<file path="src/rtl/vec_pair_loader_pkg.sv">
// Shared widths, limits and FSM encoding for the vector pair loader.
package vec_pair_loader_pkg;
  localparam int WIDTH     = 32;
  localparam int LEN_WIDTH = 6;
  localparam int MAX_LEN   = 32;

  typedef enum logic [1:0] {IDLE, SEND_A, SEND_B, WAIT_DONE} state_t;

  // A header length is usable only when it names a non-empty vector that fits.
  function automatic logic hdr_legal(input logic [LEN_WIDTH-1:0] h);
    return (h != '0) && (h <= LEN_WIDTH'(MAX_LEN));
  endfunction
endpackage

</file>
<file path="src/rtl/vec_pair_loader_if.sv">
// Packet input stream plus the two vector output streams of the loader.
interface vec_pair_loader_if;
  import vec_pair_loader_pkg::*;

  logic [WIDTH-1:0] in_data;
  logic             in_valid;
  logic             in_ready;
  logic [WIDTH-1:0] a_data;
  logic             a_valid;
  logic             a_ready;
  logic [WIDTH-1:0] b_data;
  logic             b_valid;
  logic             b_ready;

  // master: packet source and vector sinks; slave: the loader itself
  modport master (
    output in_data, in_valid, a_ready, b_ready,
    input  in_ready, a_data, a_valid, b_data, b_valid
  );
  modport slave (
    input  in_data, in_valid, a_ready, b_ready,
    output in_ready, a_data, a_valid, b_data, b_valid
  );
endinterface

</file>
<file path="src/rtl/vec_pair_loader_skid.sv">
// Two-entry skid buffer with registered outputs; full depends on state only.
module vec_skid_buf #(
  parameter int WIDTH = 32
) (
  input  logic             clk,
  input  logic             rst,
  input  logic [WIDTH-1:0] push_data,
  input  logic             push,
  output logic             full,
  output logic [WIDTH-1:0] out_data,
  output logic             out_valid,
  input  logic             out_ready
);
  logic [WIDTH-1:0] head_q, skid_q;
  logic             head_vld, skid_vld;
  logic             do_push, do_pop;

  assign do_push   = push && !skid_vld;
  assign do_pop    = head_vld && out_ready;
  assign full      = skid_vld;
  assign out_data  = head_q;
  assign out_valid = head_vld;

  // Head is the visible word; skid catches a push while head is stalled.
  always_ff @(posedge clk) begin
    if (rst) begin
      head_q   <= '0;
      skid_q   <= '0;
      head_vld <= 1'b0;
      skid_vld <= 1'b0;
    end else if (do_pop) begin
      if (skid_vld) begin
        head_q   <= skid_q;
        skid_vld <= 1'b0;
      end else if (do_push) begin
        head_q <= push_data;
      end else begin
        head_vld <= 1'b0;
      end
    end else if (do_push) begin
      if (!head_vld) begin
        head_q   <= push_data;
        head_vld <= 1'b1;
      end else begin
        skid_q   <= push_data;
        skid_vld <= 1'b1;
      end
    end
  end
endmodule

</file>
<file path="src/rtl/vec_pair_loader.sv">
// Splits a header+a-words+b-words packet into two buffered vector streams.
module vec_pair_loader
  import vec_pair_loader_pkg::*;
(
  input  logic                 clk,
  input  logic                 rst,
  vec_pair_loader_if.slave     bus,
  input  logic                 done,
  output logic [LEN_WIDTH-1:0] len,
  output logic                 busy,
  output logic                 err_hdr
);
  state_t               state;
  logic [LEN_WIDTH-1:0] cnt;
  logic [LEN_WIDTH-1:0] hdr_len;
  logic                 a_full, b_full;
  logic                 in_ready_c, in_fire, a_push, b_push, last_word;

  assign hdr_len   = bus.in_data[LEN_WIDTH-1:0];
  assign last_word = (cnt + LEN_WIDTH'(1)) == len;

  // Ready comes only from state and registered buffer occupancy.
  always_comb begin
    in_ready_c = 1'b0;
    case (state)
      IDLE:    in_ready_c = 1'b1;
      SEND_A:  in_ready_c = !a_full;
      SEND_B:  in_ready_c = !b_full;
      default: in_ready_c = 1'b0;
    endcase
  end

  assign bus.in_ready = in_ready_c;
  assign in_fire      = bus.in_valid && in_ready_c;
  assign a_push       = in_fire && (state == SEND_A);
  assign b_push       = in_fire && (state == SEND_B);

  always_ff @(posedge clk) begin
    if (rst) begin
      state   <= IDLE;
      cnt     <= '0;
      len     <= '0;
      busy    <= 1'b0;
      err_hdr <= 1'b0;
    end else begin
      case (state)
        IDLE: if (in_fire) begin
          if (hdr_legal(hdr_len)) begin
            len   <= hdr_len;
            cnt   <= '0;
            state <= SEND_A;
            busy  <= 1'b1;
          end else begin
            err_hdr <= 1'b1;
          end
        end
        SEND_A: if (in_fire) begin
          if (last_word) begin
            cnt   <= '0;
            state <= SEND_B;
          end else begin
            cnt <= cnt + LEN_WIDTH'(1);
          end
        end
        SEND_B: if (in_fire) begin
          if (last_word) begin
            cnt   <= '0;
            state <= WAIT_DONE;
          end else begin
            cnt <= cnt + LEN_WIDTH'(1);
          end
        end
        WAIT_DONE: if (done) begin
          state <= IDLE;
          busy  <= 1'b0;
        end
        default: begin
          state <= IDLE;
          busy  <= 1'b0;
        end
      endcase
    end
  end

  vec_skid_buf #(.WIDTH(WIDTH)) u_a_buf (
    .clk       (clk),
    .rst       (rst),
    .push_data (bus.in_data),
    .push      (a_push),
    .full      (a_full),
    .out_data  (bus.a_data),
    .out_valid (bus.a_valid),
    .out_ready (bus.a_ready)
  );

  vec_skid_buf #(.WIDTH(WIDTH)) u_b_buf (
    .clk       (clk),
    .rst       (rst),
    .push_data (bus.in_data),
    .push      (b_push),
    .full      (b_full),
    .out_data  (bus.b_data),
    .out_valid (bus.b_valid),
    .out_ready (bus.b_ready)
  );
endmodule

</file>
<file path="src/flat_wrapper.sv">
// flat-port wrapper written by rule: the top's interface ports become plain ports
module vec_pair_loader_flat import vec_pair_loader_pkg::*;
  (clk, rst, done, len, busy, err_hdr, bus_in_data, bus_in_valid, bus_a_ready, bus_b_ready, bus_in_ready, bus_a_data, bus_a_valid, bus_b_data, bus_b_valid);
  vec_pair_loader_if bus_i ();
  input  logic clk;
  input  logic rst;
  input  logic done;
  output logic [LEN_WIDTH-1:0] len;
  output logic busy;
  output logic err_hdr;
  input wire logic [$bits(bus_i.in_data)-1:0] bus_in_data;
  input wire logic [$bits(bus_i.in_valid)-1:0] bus_in_valid;
  input wire logic [$bits(bus_i.a_ready)-1:0] bus_a_ready;
  input wire logic [$bits(bus_i.b_ready)-1:0] bus_b_ready;
  output wire logic [$bits(bus_i.in_ready)-1:0] bus_in_ready;
  output wire logic [$bits(bus_i.a_data)-1:0] bus_a_data;
  output wire logic [$bits(bus_i.a_valid)-1:0] bus_a_valid;
  output wire logic [$bits(bus_i.b_data)-1:0] bus_b_data;
  output wire logic [$bits(bus_i.b_valid)-1:0] bus_b_valid;
  assign bus_i.in_data = bus_in_data;
  assign bus_i.in_valid = bus_in_valid;
  assign bus_i.a_ready = bus_a_ready;
  assign bus_i.b_ready = bus_b_ready;
  assign bus_in_ready = bus_i.in_ready;
  assign bus_a_data = bus_i.a_data;
  assign bus_a_valid = bus_i.a_valid;
  assign bus_b_data = bus_i.b_data;
  assign bus_b_valid = bus_i.b_valid;
  vec_pair_loader u_core (.clk(clk), .rst(rst), .bus(bus_i), .done(done), .len(len), .busy(busy), .err_hdr(err_hdr));
endmodule
</file>
<file path="config.mk">
export PLATFORM = sky130hd
export DESIGN_NAME = vec_pair_loader_flat
export DESIGN_NICKNAME = d
export VERILOG_FILES = /design/src/rtl/vec_pair_loader_pkg.sv /design/src/rtl/vec_pair_loader_if.sv /design/src/rtl/vec_pair_loader_skid.sv /design/src/rtl/vec_pair_loader.sv /design/src/flat_wrapper.sv
export SDC_FILE = /design/constraint.sdc
export NUM_CORES = 1
export LEC_CHECK = 0
export ABC_AREA = 1
export BUFFER_PORTS_ARGS = -buffer_cell sky130_fd_sc_hd__buf_4
export CAP_MARGIN = 10
export CELL_PAD_IN_SITES_DETAIL_PLACEMENT = 0
export CELL_PAD_IN_SITES_GLOBAL_PLACEMENT = 1
export CORE_ASPECT_RATIO = 0.9
export CORE_MARGIN = 2
export CORE_UTILIZATION = 40
export DETAILED_ROUTE_END_ITERATION = 7
export HOLD_SLACK_MARGIN = 0.12
export PLACE_DENSITY_LB_ADDON = 0.1
export SETUP_SLACK_MARGIN = 0.05
export SLEW_MARGIN = 20
export SYNTH_ARGS = -nofsm -noshare
export SYNTH_HDL_FRONTEND = slang
export SYNTH_HIERARCHICAL = 1
export SYNTH_SLANG_ARGS = --single-unit
</file>
<file path="constraint.sdc">
create_clock -name clk -period 2.4 [get_ports clk]
set_input_delay 0.36 -clock clk [delete_from_list [all_inputs] [get_ports clk]]
set_output_delay 0.36 -clock clk [all_outputs]
set_load 0.05 [all_outputs]
</file>
# ---- Word-level counts from Yosys, hierarchy flattened
# Cells that the tools add are included.
dict set report totals {
  reg_bits 148
  latchBits 0
  mem_bits_rw 0
  rom_bits 0
  inputBits 38
  out_inout_bits 75
  word_cells 106
  n_memories 0
}
dict set report classes {
  addsub 1
  n_mul 0
  div_mod_pow 0
  n_lt_le_gt_ge 1
  n_eq_ne 18
  shift 0
  muxes 36
  bitwise_logic 3
  n_reduce_logical 34
}
# cell count
set ops {}
lappend ops {{$mux W32} 10}
lappend ops {{$mux W6} 4}
lappend ops {{$reduce_and A3 Y1} 8}
lappend ops {{$ne A2 B1 Y1 const B} 9}
lappend ops {{$mux W2} 7}
lappend ops {{$pmux W6 S2} 1}
lappend ops {{$reduce_bool A2 Y1} 6}
lappend ops {{$mux W1} 11}
lappend ops {{$ne A2 B2 Y1 const B} 5}
lappend ops {{$logic_and A1 B1 Y1} 8}
lappend ops {{$pmux W2 S4} 1}
lappend ops {{$reduce_and A4 Y1} 2}
lappend ops {{$reduce_and A7 Y1} 1}
lappend ops {{$add A6 B1 Y6 const B} 1}
lappend ops {{$eq A6 B6 Y1} 1}
lappend ops {{$le A6 B6 Y1 const B} 1}
lappend ops {{$reduce_bool A6 Y1} 1}
lappend ops {{$reduce_or A2 Y1} 3}
lappend ops {{$eq A2 B2 Y1 const B} 2}
lappend ops {{$reduce_and A2 Y1} 2}
lappend ops {{$not A1 Y1} 3}
lappend ops {{$pmux W1 S3} 1}
lappend ops {{$eq A2 B1 Y1 const B} 1}
lappend ops {{$logic_not A1 Y1} 2}
lappend ops {{other kinds (2)} 2}

# ---- Depth between registers and ports, before layout
# Gate-level depths: netlist (run 1).
dict set report depth {
  word_depth 8
  mapped_depth 15
  mapped_depth_nobuf 14
}

# ---- Modules after synthesis
# Netlist (run 1), hierarchy kept.
# mod instances cells_each area_each_um2 seq_area_each_um2
set by_module_without_submodules {}
lappend by_module_without_submodules {vec_skid_buf 2 495 3095.5 1321.3}
lappend by_module_without_submodules {vec_pair_loader 1 155 1038.5 320.3}

# ---- Worst setup path after synthesis (run 1)
# No wires, ideal clock.
dict set report synth_timing {
  kind {reg-to-reg}
  startpoint {register u_core.state[0]}
  endpoint {register u_core.u_a_buf.head_q[10], in the netlist u_core/u_a_buf/out_data[10]}
  setup_time_ns 0.112
  arrival_time_ns 1.811
  required_ns 2.288
  path_slack_ns 0.477
  path_stages_with_launch 15
  path_buffers 1
  period_less_slack_ns 1.923
  path_cell_list {dfxtp_1 inv_1 ha_1 inv_1 nand3_1 nand2_1 inv_2 nand2_4 nor2_1 nand2_1 nand2_2 buf_2 nand3_1 nor2_1 nor2_1}
}
dict set report synth_between {
  elab_chain_cells 7
  elab_cells_between_ends 10
  cone_classes {2 x eq/ne; 1 x mux; 7 x reduce/logical}
}
# element line
set synth_lines {}
lappend synth_lines {{from (decl)} vec_pair_loader.sv:13} ;# state_t state;
lappend synth_lines {{from (signal assigned)} vec_pair_loader.sv:40} ;# state <= IDLE;
lappend synth_lines {{from (signal assigned)} vec_pair_loader.sv:51} ;# state <= SEND_A;
lappend synth_lines {{from (signal assigned)} vec_pair_loader.sv:60} ;# state <= SEND_B;
lappend synth_lines {{$eq A2 B2 Y1 (tied with other cells)} vec_pair_loader.sv:25} ;# case (state)
lappend synth_lines {{$pmux W1 S3 (*)} vec_pair_loader.sv:25}
lappend synth_lines {{named net bus_in_ready} flat_wrapper.sv:15} ;# output wire logic [$bits(bus_i.in_ready)-1:0] bus_in_ready;
lappend synth_lines {{$logic_and A1 B1 Y1 (*)} vec_pair_loader.sv:34} ;# assign in_fire = bus.in_valid && in_ready_c;
lappend synth_lines {{$logic_and A1 B1 Y1 (*)} vec_pair_loader.sv:35} ;# assign a_push = in_fire && (state == SEND_A);
lappend synth_lines {{named net u_core.a_push} vec_pair_loader.sv:17} ;# logic in_ready_c, in_fire, a_push, b_push, last_word;
lappend synth_lines {{$logic_and A1 B1 Y1 (*)} vec_pair_loader_skid.sv:18} ;# assign do_push = push && !skid_vld;
lappend synth_lines {{$reduce_bool A2 Y1 (no line)} --}
lappend synth_lines {{$reduce_and A3 Y1 (no line) (*)} --}
lappend synth_lines {{to (signal assigned)} vec_pair_loader_skid.sv:33} ;# head_q <= skid_q;
lappend synth_lines {{to (signal assigned)} vec_pair_loader_skid.sv:36} ;# head_q <= push_data;
lappend synth_lines {{to (signal assigned)} vec_pair_loader_skid.sv:42} ;# head_q <= push_data;
lappend synth_lines {{to (decl)} vec_pair_loader_skid.sv:14} ;# logic [WIDTH-1:0] head_q, skid_q;
# The timed path passes the listed nets; every way through them passes the cells marked *.
# A chain may end at the register's enable or synchronous reset.

# ---- Final worst setup path (run 1)
dict set report layout_timing {
  startpoint {register u_core.state[0]}
  endpoint {register u_core.u_a_buf.head_q[1], in the netlist u_core/u_a_buf/out_data[1]}
}
dict set report layout_between {
  elab_chain_cells 7
  elab_cells_between_ends 10
  cone_classes {2 x eq/ne; 1 x mux; 7 x reduce/logical}
}
# element line
set layout_lines {}
lappend layout_lines {{$eq A2 B2 Y1 (tied with other cells)} vec_pair_loader.sv:25}
lappend layout_lines {{$pmux W1 S3} vec_pair_loader.sv:25}
lappend layout_lines {{$logic_and A1 B1 Y1} vec_pair_loader.sv:34}
lappend layout_lines {{$logic_and A1 B1 Y1 (*)} vec_pair_loader.sv:35}
lappend layout_lines {{named net u_core.a_push} vec_pair_loader.sv:17}
lappend layout_lines {{$logic_and A1 B1 Y1 (*)} vec_pair_loader_skid.sv:18}
lappend layout_lines {{$reduce_bool A2 Y1 (no line)} --}
lappend layout_lines {{$reduce_and A3 Y1 (no line) (*)} --}
# Marked as above.

==> impl_metrics.ini, run 1 <==
[clock_network]
cts_sinks = 148
clk_latency_ns = 0.42
clk_path_buf_depth = 2
cts_tree = yes
htree_levels = 4
cts-root-buf = clkbuf_16
numCtsBuffers = 17
hold_buffers = 0
clkTransAtPathRegs_ns = 0.06

[global_routing]
busiest_layer = met2
gr-total-overflow = 0
use_met1 = 0.289
track_usage = 0.203
grt_use_met3 = 0.0333
first_global_vias = 6034
antenna_found_initial = 0
grt_pass1_wl_mm = 31.4
grt_max_degree = 65
met2_usage = 0.314

[placement]
dpl_worst_slack_ns = 0.274
port_buffers = 112
dpl.hpwl_mm = 12.6
placedCellCount = 1458
place.gp.congestion = 0.802

[critical_path]
path_common_cell = nand2_1
cpPeakStageDelay_ns = 0.34
path_class = reg2reg
critPathCaptureType = flop
worstPathMaxFanout = 17
crit_chain = inv_1 -> ha_1 -> inv_1 -> nand3_1 -> nand2_1 -> inv_2 -> nand2_4 -> nor2_1 -> nand2_1 -> nand2_2 -> nand2_2 -> buf_4 -> nand2_1 -> nand2_1 -> nor2_1
critical_path.slowest_cell = dfxtp_1
start_kind = flop
arrival_ns = 2.46
required_ns = 2.76

[synth]
async_flop_share = 0
postSynthAreaPerCell_um2 = 6.31
yosys.cell_types.count = 27
yosys_most_used_dff = dfxtp_1
ys_seq_elements = 148
synth_cells = 1145
synth_edf_count = 0
yosys_warnings = 6
seq_area_frac_synth = 0.410
synth.net_count = 1189
synth_area_um2 = 7230

[layout]
fill_cells = 1860
drive_gt1_frac = 0.153
instances_no_fill = 1489
diodes = 0
areaGrowthSynthToFinish_pct = 22.7
nets = 1281

[power_and_ir_drop]
irDropWorstVdd_mv = 0.551
p_leak_nw = 4.10
p_per_area_nw_per_um2 = 954

[route]
drt-total-wl_mm = 19.2
drtAntennaViolNets = 0
post_drt_wl_per_cell_um = 12.9
num_vias = 6767
first_pass_iters = 5
vias_per_cell = 4.54
drt_iter0_drc = 468
drc = 0

[job]
maxCapViolCount = 0

[run_status]
status = finished clean

[die]
initial_utilization = 0.409
ioPinCount = 113
coreArea_um2 = 17700
die_x_um = 146
dieArea_um2 = 19200
die_h_um = 132
rows = 46

[sta]
setup_viol = 0
slew_headroom = 0.691
setup_slack_ns = 0.301
maxSlewViolCount = 0
timing.clock.skew_ns = 0.00748
hold_viol = 0
period_share = 0.875
tightest_slew_ns = 0.462
period_needed_ns = 2.10
fmax_ghz = 0.476
rsz0062_at_grt = false
tns_ns = 0

[hold_path]
hp-class = in2reg
[state kept, by name, summed over array words and instances (netlist names)]
signal / count
u_core/u_a_buf/out_data: 32
u_core/u_b_buf/out_data: 32
u_core/state: 2
u_core/u_a_buf/full: 1
u_core/len: 6
u_core/cnt: 6
u_core/err_hdr: 1
u_core/u_a_buf/out_valid: 1
u_core/u_b_buf/skid_q: 32
u_core/u_a_buf/skid_q: 32
u_core/u_b_buf/out_valid: 1
u_core/u_b_buf/full: 1
u_core/busy: 1
[path summary, 6_finish.rpt]
| check | cells after the start | from | to | slack, ns |
|---|---|---|---|---|
| max | 15 | u_core/state[0]$_SDFFE_PP0P_ | u_core/u_a_buf/out_data[1]$_SDFFE_PP0P_ | 0.30 |
| min | 2 | bus_b_ready | u_core/u_b_buf/full$_SDFFE_PP0P_ | 0.15 |
| max reg2reg | 15 | u_core/state[0]$_SDFFE_PP0P_ | u_core/u_a_buf/out_data[1]$_SDFFE_PP0P_ | 0.30 |
| min reg2reg | 2 | u_core/busy$_SDFFE_PP0P_ | u_core/busy$_SDFFE_PP0P_ | 0.45 |
[Yosys cell counts (8+ instances only)]
master / count / area share
nand3_1: 81 / 0.056
dfxtp_1: 148 / 0.41
a21oi_1: 19 / 0.013
nor2_1: 330 / 0.17
inv_1: 160 / 0.083
inv_2: 8 / 0.0042
buf_6: 13 / 0.020
nand2_1: 226 / 0.12
buf_2: 21 / 0.015
clkbuf_1: 18 / 0.0093
o21ai_0: 69 / 0.048
[area by class of cell]
class                      instances  area [um2]  area share
multi-input combinational        768        3270       0.369
inverter                         169         639      0.0721
tap                              240         300      0.0338
clock inverter                     9         128      0.0144
sequential                       148        2960       0.334
clock buffer                      22         474      0.0534
timing repair buffer             133        1100       0.124
[worst max-delay path: cells and delay by family, from the launching register on]
kind                     cells  cell delay (ns)
buffers and inverters        4             0.48
AND/OR/NAND/NOR             10             1.01
adder cells (fa/ha/maj)      1             0.22
flip-flops                   1             0.34
[cells by family after synthesis]
| kind of cell | synth area share |
|---|---|
| AND/OR/NAND/NOR | 0.371 |
| adder cells (fa/ha/maj) | 0.0104 |
| flip-flops | 0.410 |
| buffers and inverters | 0.138 |
| XOR/XNOR | 0.00121 |
| AO/OA/AOI/OAI | 0.0691 |
[routing by layer]
layer,routed length [um],part of all wire
met4,217,0.011
met3,860,0.045
met1,9620,0.50
met2,8470,0.44
met5,0,0
[cells in the final DEF (no fill, tap or decap), drive strengths merged]
cell / n
clkinv: 3
clkinvlp: 3
nand3: 85
o21ai: 77
nor2: 333
nand2: 235
nor2b: 1
buf: 133
a211oi: 2
nor3: 1
nand3b: 1
nand4: 7
a21oi: 19
clkbuf: 22
xor2: 1
inv: 169
dfxtp: 148
ha: 6
bufinv: 3
[what timing repair did]
item	in CTS	in global routing
setup buffers	0	0
resized for setup	0	3
endpoints found under the setup margin	0	15
[per-stage QoR]
stage	utilization	area [um2]	hold WS, ns	power [mW]
floorplan	-	7230	0.429	5.02
global placement	0.468	8260	0.439	5.79
detailed placement	0.468	8260	0.450	5.79
CTS	0.502	8870	0.137	8.57
global route	0.502	8870	0.144	8.96
finish	0.502	8870	0.153	8.46
[power by group]
part           total (mW)  leakage [nW]  internal (mW)  switching [mW]
clock network        2.73         0.288           1.71            1.03
logic                2.80          2.61          0.890            1.91
registers            2.93          1.20           2.74           0.192
total                8.46          4.10           5.33            3.13
No activity file was read; power rests on OpenSTA's default activity.
==> run 2: changes to the inputs <==
Settings changed: CELL_PAD_IN_SITES_DETAIL_PLACEMENT 0 to 1.
==> run 2 against run 1 <==
Net effect: first-iteration DRC count shrank 24%; die area stayed put; routed wire length rose by 14%; register-to-register slack got worse by 0.10 ns; worst setup slack worse by 0.10 ns; sequential cell count stayed put; clock power grew 7%; sequential share of layout area fell by 0.19 points; non-clock buffer count is 1 higher; fmax shrank 4.8%; design area is 0.58% higher.
==> impl_metrics.ini, run 2 (synthesized netlist as in run 1, its figures left out) <==
[global_routing]
grt_pass1_wl_mm = 36.3
busiest_layer = met2
track_usage = 0.233
first_global_vias = 7172
grt_max_degree = 65
grt_use_met3 = 0.0469
met2_usage = 0.388
gr-total-overflow = 0
antenna_found_initial = 0
use_met1 = 0.304

[power_and_ir_drop]
clockPowerShare = 0.333
irDropWorstVdd_mv = 0.643
seqPwrFrac = 0.337
p_leak_nw = 4.13
p_switching_mw = 3.25
p_per_area_nw_per_um2 = 977
switching_share = 0.372
comb_power_share = 0.330
intPower_mw = 5.48

[layout]
nets = 1282
drive_gt1_frac = 0.154
areaGrowthSynthToFinish_pct = 23.5
diodes = 0
final_area_um2 = 8920
layout_commonest_cell = nor2_1
layout_common_cells = nor2_1 (330), nand2_1 (226), inv_1 (158)

[run_status]
status = finished clean

[sta]
timing.clock.skew_ns = 0.00966
holdWs_ns = 0.154
tns_ns = 0
period_needed_ns = 2.20
setup_slack_ns = 0.196
rsz0062_at_grt = true
maxSlewViolCount = 0
period_share = 0.918
hold_viol = 0
slew_headroom = 0.684
setup_viol = 0
fmax_ghz = 0.454
tightest_slew_ns = 0.473

[critical_path]
critPathCaptureType = flop
start_kind = flop
path_class = reg2reg
arrival_ns = 2.56
required_ns = 2.75
worstPathMaxFanout = 15

[hold_path]
hp-class = in2reg

[placement]
dpl.hpwl_mm = 14.5
port_buffers = 112
place.gp.congestion = 0.802
postPlaceCellArea_um2 = 8260
dpl_worst_slack_ns = 0.214

[die]
ioPinCount = 113
initial_utilization = 0.409
coreArea_um2 = 17700
rows = 46
die_h_um = 132
dieArea_um2 = 19200
die_x_um = 146

[clock_network]
cts-root-buf = clkbuf_16
cts_sinks = 148
htree_levels = 4
clk_path_buf_depth = 2
numCtsBuffers = 17
clkTransAtPathRegs_ns = 0.06
cts_tree = yes
clk_latency_ns = 0.43
hold_buffers = 0

[route]
num_vias = 7129
drc = 0
drtAntennaViolNets = 0
drt-total-wl_mm = 21.9
drt_iter0_drc = 354
post_drt_wl_per_cell_um = 14.7
vias_per_cell = 4.78
first_pass_iters = 5

[job]
maxCapViolCount = 0
-- run 2: path summary, 6_finish.rpt --
path                           startpoint                                      end  slack, ns  cells after the start
max          u_core/state[0]$_SDFFE_PP0P_  u_core/u_a_buf/out_data[8]$_SDFFE_PP0P_       0.20                     15
min                           bus_b_ready         u_core/u_b_buf/full$_SDFFE_PP0P_       0.15                      2
max reg2reg  u_core/state[0]$_SDFFE_PP0P_  u_core/u_a_buf/out_data[8]$_SDFFE_PP0P_       0.20                     15
min reg2reg      u_core/busy$_SDFFE_PP0P_                 u_core/busy$_SDFFE_PP0P_       0.46                      2
-- run 2: through the flow --
stage,utilization,power [mW],cells
global route,0.505,9.20,1490
global placement,0.468,5.79,1458
finish,0.505,8.72,1490
CTS,0.504,8.79,1489
detailed placement,0.468,5.86,1458
floorplan,-,5.02,1145
-- run 2: cell type report --
cell class | instances | area, um2
Clock buffer | 22 | 484
Inverter | 169 | 642
Multi-Input combinational cell | 768 | 3280
Clock inverter | 9 | 150
Tap cell | 240 | 300
Timing Repair Buffer | 134 | 1110
Sequential cell | 148 | 2960
Fill cell | 2387 | 8740
-- run 2: routing by layer --
layer	share of wire	up-vias
met1	0.48	3356
met5	0	-
met3	0.037	29
met2	0.47	111
li1	-	3633
met4	0.017	0
-- run 2: power groups by stage --
stage	sequential, mW	combinational, mW	clock (mW)
final	2.94	2.88	2.91
after global routing	2.97	3.15	3.07
after CTS	2.94	2.89	2.96
after detailed placement	2.99	2.87	0
after global placement	2.98	2.81	0
after floorplan	3.71	1.31	0
-- run 2: repair_timing --
item	4_1_cts	5_1_grt
setup endpoints to repair	0	79
gates resized for setup	0	8
buffers inserted	0	1
-- run 2: critical path, cell delays in order, from the launching register on --
cell and delay, ns:
dfxtp_1 0.34, inv_1 0.11, ha_1 0.22, inv_1 0.09, nand3_1 0.10, nand2_1 0.07, inv_2 0.07, nand2_4 0.07
nor2_1 0.18, nand2_1 0.15, nand2_4 0.17, nand2_2 0.07, buf_4 0.21, nand2_1 0.08, nand2_1 0.05, nor2_1 0.13
==> run 3: changes to the inputs <==
Settings changed: ABC_AREA 1 to not set, CORE_UTILIZATION 40 to 42, CTS_CLUSTER_DIAMETER set to 30, RECOVER_POWER set to 50.
==> run 3 against run 2 <==
Net effect: highest routed layer unchanged; sequential share of layout area is 5.4 points higher; count of clock-buffer cells in the layout is 3 higher; routed wire length shrank 13%; non-clock buffer count up 7; synthesized cell count fell by 38%; sequential cell count is the same; design area fell by 14%; hold slack improved by 0.024 ns; global-route usage barely moved; core utilization increased by 1.5 points; clock skew grew 0.00084 ns.
==> impl_metrics.ini, run 3 <==
[placement]
dpl_worst_slack_ns = -0.0201
dpl.hpwl_mm = 12.2
place.gp.congestion = 0.806
port_buffers = 112
placedCellCount = 983
postPlaceCellArea_um2 = 7290

[power_and_ir_drop]
irDropWorstVdd_mv = 0.532
p_per_area_nw_per_um2 = 973
total_power_mw = 7.47
p_leak_nw = 2.59

[layout]
fill_cells = 1735
nets = 855
layout_commonest_cell = dfxtp_1
drive_gt1_frac = 0.159
areaGrowthSynthToFinish_pct = 20.6
layout_common_cells = dfxtp_1 (148), nand2_1 (137), a21oi_1 (121)
instances_no_fill = 1022
fin_util = 0.520
final_area_um2 = 7680
diodes = 0

[sta]
holdWs_ns = 0.178
rsz0062_at_grt = true
period_share = 0.963
slew_headroom = 0.538
tns_ns = 0
timing.clock.skew_ns = 0.0105
period_needed_ns = 2.31
setup_viol = 0
setup_slack_ns = 0.0899
maxSlewViolCount = 0
tightest_slew_ns = 0.693
fmax_ghz = 0.433
hold_viol = 0

[synth]
synthXorXnorAreaFrac = 0.0124
yosysTopAreaCellShare = 0.466
muxShareOfSynthArea = 0.0110
yosys_warnings = 6
synth_cells = 705
seq_area_frac_synth = 0.466
synth_adder_area_share = 0.0118
ys_seq_elements = 148
yosys.cell_types.count = 53
yosys.area.top_type = dfxtp_1
synth_area_um2 = 6360
yosysMostFrequentCell = dfxtp_1
synth_top_family_by_area = compound AO/OA/AOI/OAI gates
synth.net_count = 749
postSynthAreaPerCell_um2 = 9.03
yosys_most_used_dff = dfxtp_1
synth_common_cells = dfxtp_1 (148), nand2_1 (137), a21oi_1 (121)
synth_compound_area_frac = 0.260
synth_edf_count = 0
async_flop_share = 0
synth-simple-area-share = 0.132
synthTopCellsByArea = dfxtp_1 (47%), o221a_1 (11%), a21oi_1 (9.5%), nand2_1 (8.1%), inv_1 (4.4%)

[clock_network]
clk_path_buf_depth = 2
numCtsBuffers = 17
cts_sinks = 148
hold_buffers = 0
htree_levels = 4
clkTransAtPathRegs_ns = 0.06
clk_latency_ns = 0.42
cts-root-buf = clkbuf_16
cts_tree = yes

[die]
rows = 42
initial_utilization = 0.431
die_x_um = 134
coreArea_um2 = 14800
ioPinCount = 113
die_h_um = 121
dieArea_um2 = 16200

[critical_path]
r2r_slack_ns = 0.09
worst-path-buf-inv = 3
critPathCaptureType = flop
worstPathMaxFanout = 14
path_class = reg2reg
rr_worst_depth = 9
start_kind = flop
crit_family = simple AND/OR/NAND/NOR gates
critical_path.slowest_cell = dfxtp_1
required_ns = 2.71
r2r_start = u_core/state[0]$_SDFFE_PP0P_
crit_chain = inv_1 -> ha_2 -> clkinvlp_4 -> a31oi_4 -> and3_4 -> nand2b_4 -> or2_0 -> clkbuf_4 -> o221a_1
cpPeakStageDelay_ns = 0.36
regToRegEndpoint = u_core/u_b_buf/out_data[23]$_SDFFE_PP0P_
arrival_ns = 2.62

[global_routing]
gr-total-overflow = 0
antenna_found_initial = 0
track_usage = 0.233
grt_pass1_wl_mm = 29.6
grt_max_degree = 86
first_global_vias = 5537

[route]
drc = 0
drt-total-wl_mm = 19.0
num_vias = 5529
first_pass_iters = 4
post_drt_wl_per_cell_um = 18.6
vias_per_cell = 5.41
drt_iter0_drc = 275
drtAntennaViolNets = 0

[hold_path]
hold_path_end = u_core/busy$_SDFFE_PP0P_
min_path_cells = 2
min_from = done
hp-class = in2reg

[job]
maxCapViolCount = 0

[run_status]
status = finished clean
-- run 3: cell types whose count changed in the layout (fill, tap and decap cells not counted), sizes merged, moves of 5 or more --
cell and delta:
o21ai -71, o221a +64, a21oi +116, nand2 -98, buf -69, nand3 -81, xnor2 +6, mux2i +7
and3 +5, clkbuf +79, inv -96, nor2 -324, nand4 -6
-- run 3: how the worst max path moves through the flow --
stage                                 start                                       end  depth (start not counted)
2_1_floorplan  u_core/state[0]$_SDFFE_PP0P_   u_core/u_a_buf/out_data[0]$_SDFFE_PP0P_                         10
3_3_place_gp                 bus_in_data[4]                u_core/cnt[5]$_SDFFE_PP0P_                          7
3_5_place_dp   u_core/state[0]$_SDFFE_PP0P_     u_core/u_a_buf/skid_q[4]$_SDFFE_PP0P_                          9
4_1_cts        u_core/state[0]$_SDFFE_PP0P_  u_core/u_a_buf/out_data[31]$_SDFFE_PP0P_                          9
5_1_grt        u_core/state[0]$_SDFFE_PP0P_    u_core/u_b_buf/skid_q[25]$_SDFFE_PP0P_                          9
6_report       u_core/state[0]$_SDFFE_PP0P_  u_core/u_b_buf/out_data[23]$_SDFFE_PP0P_                          9
-- run 3: timing repair --
| item | in CTS | in global routing |
|---|---|---|
| cloned | 0 | 3 |
| pin swaps | 0 | 2 |
| endpoints found under the setup margin | 69 | 134 |
| setup buffers | 0 | 4 |
| gates resized for setup | 4 | 16 |
-- run 3: area by class of cell --
| type | count | area, um2 | share of cell area |
|---|---|---|---|
| Multi-Input combinational cell | 429 | 2790 | 0.363 |
| Timing Repair Buffer | 141 | 820 | 0.107 |
| Inverter | 74 | 282 | 0.0367 |
| Sequential cell | 148 | 2960 | 0.386 |
| Tap cell | 198 | 248 | 0.0323 |
| Clock inverter | 7 | 71.3 | 0.00929 |
| Clock buffer | 25 | 505 | 0.0658 |
-- run 3: power breakdown --
group	internal [mW]	leakage [nW]	switching (mW)	total, mW
sequential	2.70	1.20	0.175	2.88
clock	1.56	0.287	1.02	2.58
combinational	0.551	1.10	1.46	2.01
-- run 3: metal layers --
metal	track usage	vias up	share of wire	wire length (um)
li1	-	2652	-	-
met5	0	-	0	0
met3	0.0491	20	0.050	948
met4	0.0685	0	0.013	251
met1	0.301	2724	0.45	8540
met2	0.392	133	0.49	9280
-- run 3: kinds of logic (layout without fill, tap and decap cells) --
| family | count (synthesis) | in the layout |
|---|---|---|
| XOR/XNOR | 9 | 9 |
| AND/OR/NAND/NOR | 180 | 180 |
| buffers and inverters | 128 | 247 |
| adder cells (fa/ha/maj) | 6 | 6 |
| multiplexers | 7 | 7 |
| AO/OA/AOI/OAI | 227 | 227 |
| flip-flops | 148 | 148 |
